[src/rtl/spiflash_reader.sv]
// spiflash_reader: single-lane mode-0 SPI flash READ controller returning little-endian 32-bit words
module spiflash_reader #(
  parameter int CLK_DIV = 1,
  parameter logic [7:0] READ_CMD = 8'h03
) (
  input  logic        clk,
  input  logic        rst,
  input  logic        req_i,
  input  logic [23:0] addr_i,
  output logic        ready_o,
  output logic        rvalid_o,
  output logic [31:0] rdata_o,
  output logic        spi_cs_n_o,
  output logic        spi_sclk_o,
  output logic        spi_mosi_o,
  input  logic        spi_miso_i
);
  localparam int DW = CLK_DIV > 1 ? $clog2(CLK_DIV) : 1;
  localparam logic [DW-1:0] DIV_MAX = DW'(CLK_DIV - 1);
  typedef enum logic [2:0] {IDLE, SETUP, SHIFT, HOLD, DONE} state_t;
  state_t state;
  logic [DW-1:0] div;
  logic [5:0] bit_cnt;
  logic [31:0] sh_out;
  logic [31:0] sh_in;
  logic tick;
  assign tick = div == DIV_MAX;
  assign spi_mosi_o = sh_out[31];
  always_ff @(posedge clk) begin
    if (rst) begin
      state <= IDLE;
      div <= '0;
      bit_cnt <= '0;
      sh_out <= '0;
      sh_in <= '0;
      ready_o <= 1'b1;
      rvalid_o <= 1'b0;
      rdata_o <= '0;
      spi_cs_n_o <= 1'b1;
      spi_sclk_o <= 1'b0;
    end else begin
      rvalid_o <= 1'b0;
      div <= (state == IDLE || tick) ? '0 : div + 1'b1;
      case (state)
        IDLE: if (req_i) begin
          state <= SETUP;
          ready_o <= 1'b0;
          spi_cs_n_o <= 1'b0;
          sh_out <= {READ_CMD, addr_i};
          bit_cnt <= '0;
        end
        SETUP: if (tick) state <= SHIFT;
        SHIFT: if (tick) begin
          spi_sclk_o <= !spi_sclk_o;
          if (!spi_sclk_o && bit_cnt[5]) sh_in <= {sh_in[30:0], spi_miso_i};
          if (spi_sclk_o) begin
            bit_cnt <= bit_cnt + 1'b1;
            sh_out <= {sh_out[30:0], 1'b0};
            if (&bit_cnt) state <= HOLD;
          end
        end
        HOLD: if (tick) begin
          state <= DONE;
          spi_cs_n_o <= 1'b1;
          rvalid_o <= 1'b1;
          rdata_o <= {sh_in[7:0], sh_in[15:8], sh_in[23:16], sh_in[31:24]};
        end
        default: begin
          state <= IDLE;
          ready_o <= 1'b1;
        end
      endcase
    end
  end
endmodule

[config.mk]
export PLATFORM = sky130hd
export DESIGN_NAME = spiflash_reader
export DESIGN_NICKNAME = d
export VERILOG_FILES = /design/src/rtl/spiflash_reader.sv
export SDC_FILE = /design/constraint.sdc
export NUM_CORES = 1
export LEC_CHECK = 0
export CELL_PAD_IN_SITES_DETAIL_PLACEMENT = 1
export CELL_PAD_IN_SITES_GLOBAL_PLACEMENT = 1
export CORE_ASPECT_RATIO = 1.5
export CORE_UTILIZATION = 31
export DETAILED_ROUTE_END_ITERATION = 10
export GPL_ROUTABILITY_DRIVEN = 0
export GPL_TIMING_DRIVEN = 0
export HOLD_SLACK_MARGIN = 0.06
export PLACE_DENSITY_LB_ADDON = 0.1
export SETUP_SLACK_MARGIN = 0.02
export SLEW_MARGIN = 20
export SYNTH_ARGS = -nofsm -noshare
export SYNTH_HDL_FRONTEND = slang
export SYNTH_SLANG_ARGS = --single-unit
export TNS_END_PERCENT = 100
[constraint.sdc]
create_clock -name clk -period 2.8 [get_ports clk]
set_input_delay 0.56 -clock clk [delete_from_list [all_inputs] [get_ports clk]]
set_output_delay 0.56 -clock clk [all_outputs]
set_load 0.03 [all_outputs]
==> run_summary.xml <==
<?xml version="1.0" encoding="UTF-8"?>
<metrics>
  <group name="grt">
    <metric name="grt.total_usage" unit="">0.1794</metric>
    <metric name="grt_start_max_net_pins" unit="">19</metric>
    <metric name="grt_pass1_wl" unit="mm">22.11</metric>
    <metric name="grt_antenna_before_repair" unit="">0</metric>
    <metric name="grt_residual_overflow" unit="">0</metric>
    <metric name="first_global_vias" unit="">4474</metric>
  </group>
  <group name="synthesis">
    <metric name="synth_top_flop_cell" unit="">sky130_fd_sc_hd__dfxtp_1</metric>
    <metric name="synthDistinctLibCells" unit="">43</metric>
    <metric name="part_of_the_yosys_area_used_for_sequential_elements" unit="">0.4729</metric>
    <metric name="synth.area.mux_share" unit="">0.02364</metric>
    <metric name="synth_top_family_by_area" unit="">compound AO/OA/AOI/OAI gates</metric>
    <metric name="yosys.area_share.xor_xnor" unit="">0.003761</metric>
    <metric name="postSynthNetCount" unit="">587</metric>
    <metric name="yosys_register_bits" unit="">110</metric>
    <metric name="synthesis.area_per_instance" unit="um2">8.346</metric>
    <metric name="asyncSetResetFlopFracSynth" unit="">0</metric>
    <metric name="yosys_warnings" unit="">0</metric>
    <metric name="synthSimpleGateAreaFrac" unit="">0.1972</metric>
    <metric name="post_synth_inst_count" unit="">558</metric>
    <metric name="synth_edf_count" unit="">0</metric>
    <metric name="synth_adder_area_share" unit="">0.002687</metric>
    <metric name="post_synthesis_instance_area" unit="mm2">0.004657</metric>
    <metric name="complex_gate_fraction_of_the_synthesized_area" unit="">0.2354</metric>
  </group>
  <group name="cts">
    <metric name="postCtsHoldBufs" unit="">0</metric>
    <metric name="numClockSinks" unit="">110</metric>
    <metric name="clk_pin_slew" unit="ns">0.08</metric>
    <metric name="post_cts.repair.setup_buffers" unit="">0</metric>
    <metric name="clock_insertion_delay_worst_skew" unit="ns">0.35</metric>
    <metric name="clock_tree.htree_level_count" unit="">3</metric>
    <metric name="ctsResizeCount" unit="">0</metric>
    <metric name="root_buffer" unit="">sky130_fd_sc_hd__clkbuf_16</metric>
    <metric name="tritoncts_clock_tree" unit="">done</metric>
    <metric name="clk_path_buf_depth" unit="">2</metric>
    <metric name="cts_buffers" unit="">9</metric>
  </group>
  <group name="layout">
    <metric name="seq_area" unit="mm2">0.002202</metric>
    <metric name="final_cell_mix" unit="">120 x sky130_fd_sc_hd__nand2_1, 110 x sky130_fd_sc_hd__dfxtp_1, 64 x sky130_fd_sc_hd__a21oi_1</metric>
    <metric name="layout.filler_cells" unit="">1799</metric>
    <metric name="multi_input_area" unit="mm2">0.002158</metric>
    <metric name="finalNetCount" unit="">661</metric>
    <metric name="insertedDiodeCount" unit="">0</metric>
    <metric name="syn2layout_area_growth" unit="%">24.61</metric>
    <metric name="final_common_cell" unit="">sky130_fd_sc_hd__nand2_1</metric>
    <metric name="layout-drive-gt1-share" unit="">0.06761</metric>
  </group>
  <group name="routing">
    <metric name="post_drt_via_cell_ratio" unit="">5.111</metric>
    <metric name="drtAntennaViolNets" unit="">0</metric>
    <metric name="drt-pass1-iter-count" unit="">4</metric>
    <metric name="drt-initial-drc-count" unit="">102</metric>
    <metric name="remaining_drc_errors" unit="">0</metric>
    <metric name="wire_per_inst" unit="um">15.82</metric>
    <metric name="totalWireLength" unit="mm">13.16</metric>
    <metric name="route.vias.total" unit="">4252</metric>
  </group>
  <group name="timing">
    <metric name="timing.max_slew.rel_slack" unit="">0.5847</metric>
    <metric name="finalCriticalPeriod" unit="ns">2.043</metric>
    <metric name="finalSetupViolCount" unit="">0</metric>
    <metric name="tightestPinTransition" unit="ns">0.6229</metric>
    <metric name="post-route-period-util" unit="">0.7296</metric>
    <metric name="setup_total_negative_slack" unit="ns">0</metric>
    <metric name="worst_hold_slack" unit="ns">0.4531</metric>
    <metric name="timing_max_transition_violations_final" unit="">0</metric>
    <metric name="finalHoldViolCount" unit="">0</metric>
    <metric name="setup_slack" unit="ns">0.7571</metric>
    <metric name="max_freq" unit="MHz">489.5</metric>
    <metric name="unrepaired_setup_endpoints_after_global_routing" unit="">no</metric>
    <metric name="worst_clock_skew" unit="ns">0.01128</metric>
  </group>
  <group name="worst_setup_path">
    <metric name="critPathBufInv" unit="">1</metric>
    <metric name="cp.required" unit="ns">2.24</metric>
    <metric name="delay_of_the_slowest_cell_on_the_worst_path" unit="ns">0.71</metric>
    <metric name="destination_of_the_worst_register_to_register_timing_path" unit="">sh_out[16]</metric>
    <metric name="worst_setup_path_startpoint" unit="">spi_sclk_o</metric>
    <metric name="critical_path_arrival" unit="ns">1.48</metric>
    <metric name="regToRegSetupSlack" unit="ns">1.02</metric>
    <metric name="r2r_path_start" unit="">state[1]</metric>
    <metric name="crit_path_max_fanout" unit="">5</metric>
    <metric name="path_class" unit="">flop to output pin</metric>
    <metric name="crit_family" unit="">buffers and inverters</metric>
    <metric name="crit_slowest_cell" unit="">sky130_fd_sc_hd__clkdlybuf4s50_1</metric>
    <metric name="setup.worst_path.start_class" unit="">flop</metric>
    <metric name="worst_r2r_path_depth" unit="">5</metric>
    <metric name="worstSetupEndpointType" unit="">output pin</metric>
    <metric name="critical_path.cell_chain" unit="">clkdlybuf4s50_1</metric>
  </group>
  <group name="die">
    <metric name="io_pins" unit="">65</metric>
    <metric name="chipHeight" unit="um">152.1</metric>
    <metric name="start_util" unit="">0.3191</metric>
    <metric name="dieArea" unit="mm2">0.01553</metric>
    <metric name="coreArea" unit="mm2">0.01459</metric>
    <metric name="placementRows" unit="">54</metric>
    <metric name="die-width" unit="um">102.1</metric>
  </group>
  <group name="placed_design">
    <metric name="count_of_input_and_output_buffers" unit="">63</metric>
    <metric name="preCtsSetupSlack" unit="ns">0.4481</metric>
    <metric name="dpl_wire_length" unit="mm">9.726</metric>
  </group>
  <group name="power">
    <metric name="power.static_leakage" unit="nW">1.963</metric>
    <metric name="worst_ir_drop_vdd" unit="mV">0.2907</metric>
    <metric name="powerDensity" unit="mW/mm2">552.5</metric>
    <metric name="power.total" unit="mW">3.206</metric>
  </group>
  <group name="hold_path">
    <metric name="hold_path_depth" unit="">2</metric>
    <metric name="hold_path.startpoint" unit="">rdata_o[2]</metric>
    <metric name="timing.hold.worst_endpoint" unit="">rdata_o[2]</metric>
    <metric name="path_class_of_the_lowest_slack_min_delay_path" unit="">flop to flop</metric>
  </group>
  <group name="job">
    <metric name="cap_violations" unit="">0</metric>
  </group>
  <group name="status">
    <metric name="status" unit="">complete, no violations</metric>
  </group>
</metrics>
layer usage:
layer	up-vias	routed length (um)	track usage
met5	-	0	0
met4	0	245	0.06395
met3	14	271	0.02806
met2	59	7090	0.3330
met1	2052	5556	0.2001
li1	2127	-	-
report_power, final:
group,internal (mW),switching (mW),total (mW),leakage (nW)
clock,0.605,0.616,1.22,0.124
combinational,0.144,0.189,0.334,0.946
sequential,1.61,0.0385,1.65,0.893
worst max path at each step:
stage	end	slack, ns	depth (start not counted)
after floorplan	state[0]	1.30	5
after global placement	state[0]	0.44	6
after detailed placement	state[0]	0.45	6
after CTS	spi_sclk_o	0.73	1
after global routing	state[0]	0.64	6
final	spi_sclk_o	0.76	1
cells by family after synthesis:
kind of cell / after synthesis
other: 1
XOR/XNOR: 2
buffers and inverters: 60
AND/OR/NAND/NOR: 196
adder cells (fa/ha/maj): 1
AO/OA/AOI/OAI: 177
flip-flops: 110
multiplexers: 11
metrics by stage:
stage	util	instance area, um2	cells
after floorplan	-	4657	558
after global placement	0.3791	5533	817
after detailed placement	0.3791	5533	817
after CTS	0.3976	5803	832
after global routing	0.3976	5803	832
final	0.3976	5803	832
Yosys cell counts (2+ instances only):
cell	count	area (um2)
sky130_fd_sc_hd__mux2i_1	11	110.1
sky130_fd_sc_hd__nand2b_1	2	12.51
sky130_fd_sc_hd__o2111ai_1	3	26.28
sky130_fd_sc_hd__buf_6	6	67.56
sky130_fd_sc_hd__nand3_1	45	225.2
sky130_fd_sc_hd__nor2_1	5	18.77
sky130_fd_sc_hd__o21bai_1	23	172.7
sky130_fd_sc_hd__o211a_1	2	20.02
sky130_fd_sc_hd__dfxtp_1	110	2202
sky130_fd_sc_hd__o311ai_0	23	201.4
sky130_fd_sc_hd__nand3b_1	5	37.54
sky130_fd_sc_hd__nor2b_1	3	18.77
sky130_fd_sc_hd__a31oi_1	23	143.9
sky130_fd_sc_hd__nand2_1	120	450.4
sky130_fd_sc_hd__buf_2	18	90.09
sky130_fd_sc_hd__clkbuf_1	32	120.1
sky130_fd_sc_hd__o21ai_1	34	170.2
sky130_fd_sc_hd__xnor2_1	2	17.52
sky130_fd_sc_hd__a21oi_1	64	320.3
sky130_fd_sc_hd__nand4b_1	2	17.52
sky130_fd_sc_hd__and2_1	3	18.77
state kept, by name, indices dropped and copies added, names as in the netlist, 3 cells and up:
register  cells
sh_in        32
state         3
bit_cnt       6
sh_out       32
rdata_o      32
cell type report:
class,instances,area share
Tap cell,196,0.04226
Sequential cell,110,0.3795
Multi-Input combinational cell,388,0.3719
Inverter,2,0.001294
Clock inverter,6,0.007762
Buffer,58,0.04981
Timing Repair Buffer,63,0.1087
Clock buffer,9,0.03881
Power figures use the tool's default switching activity.
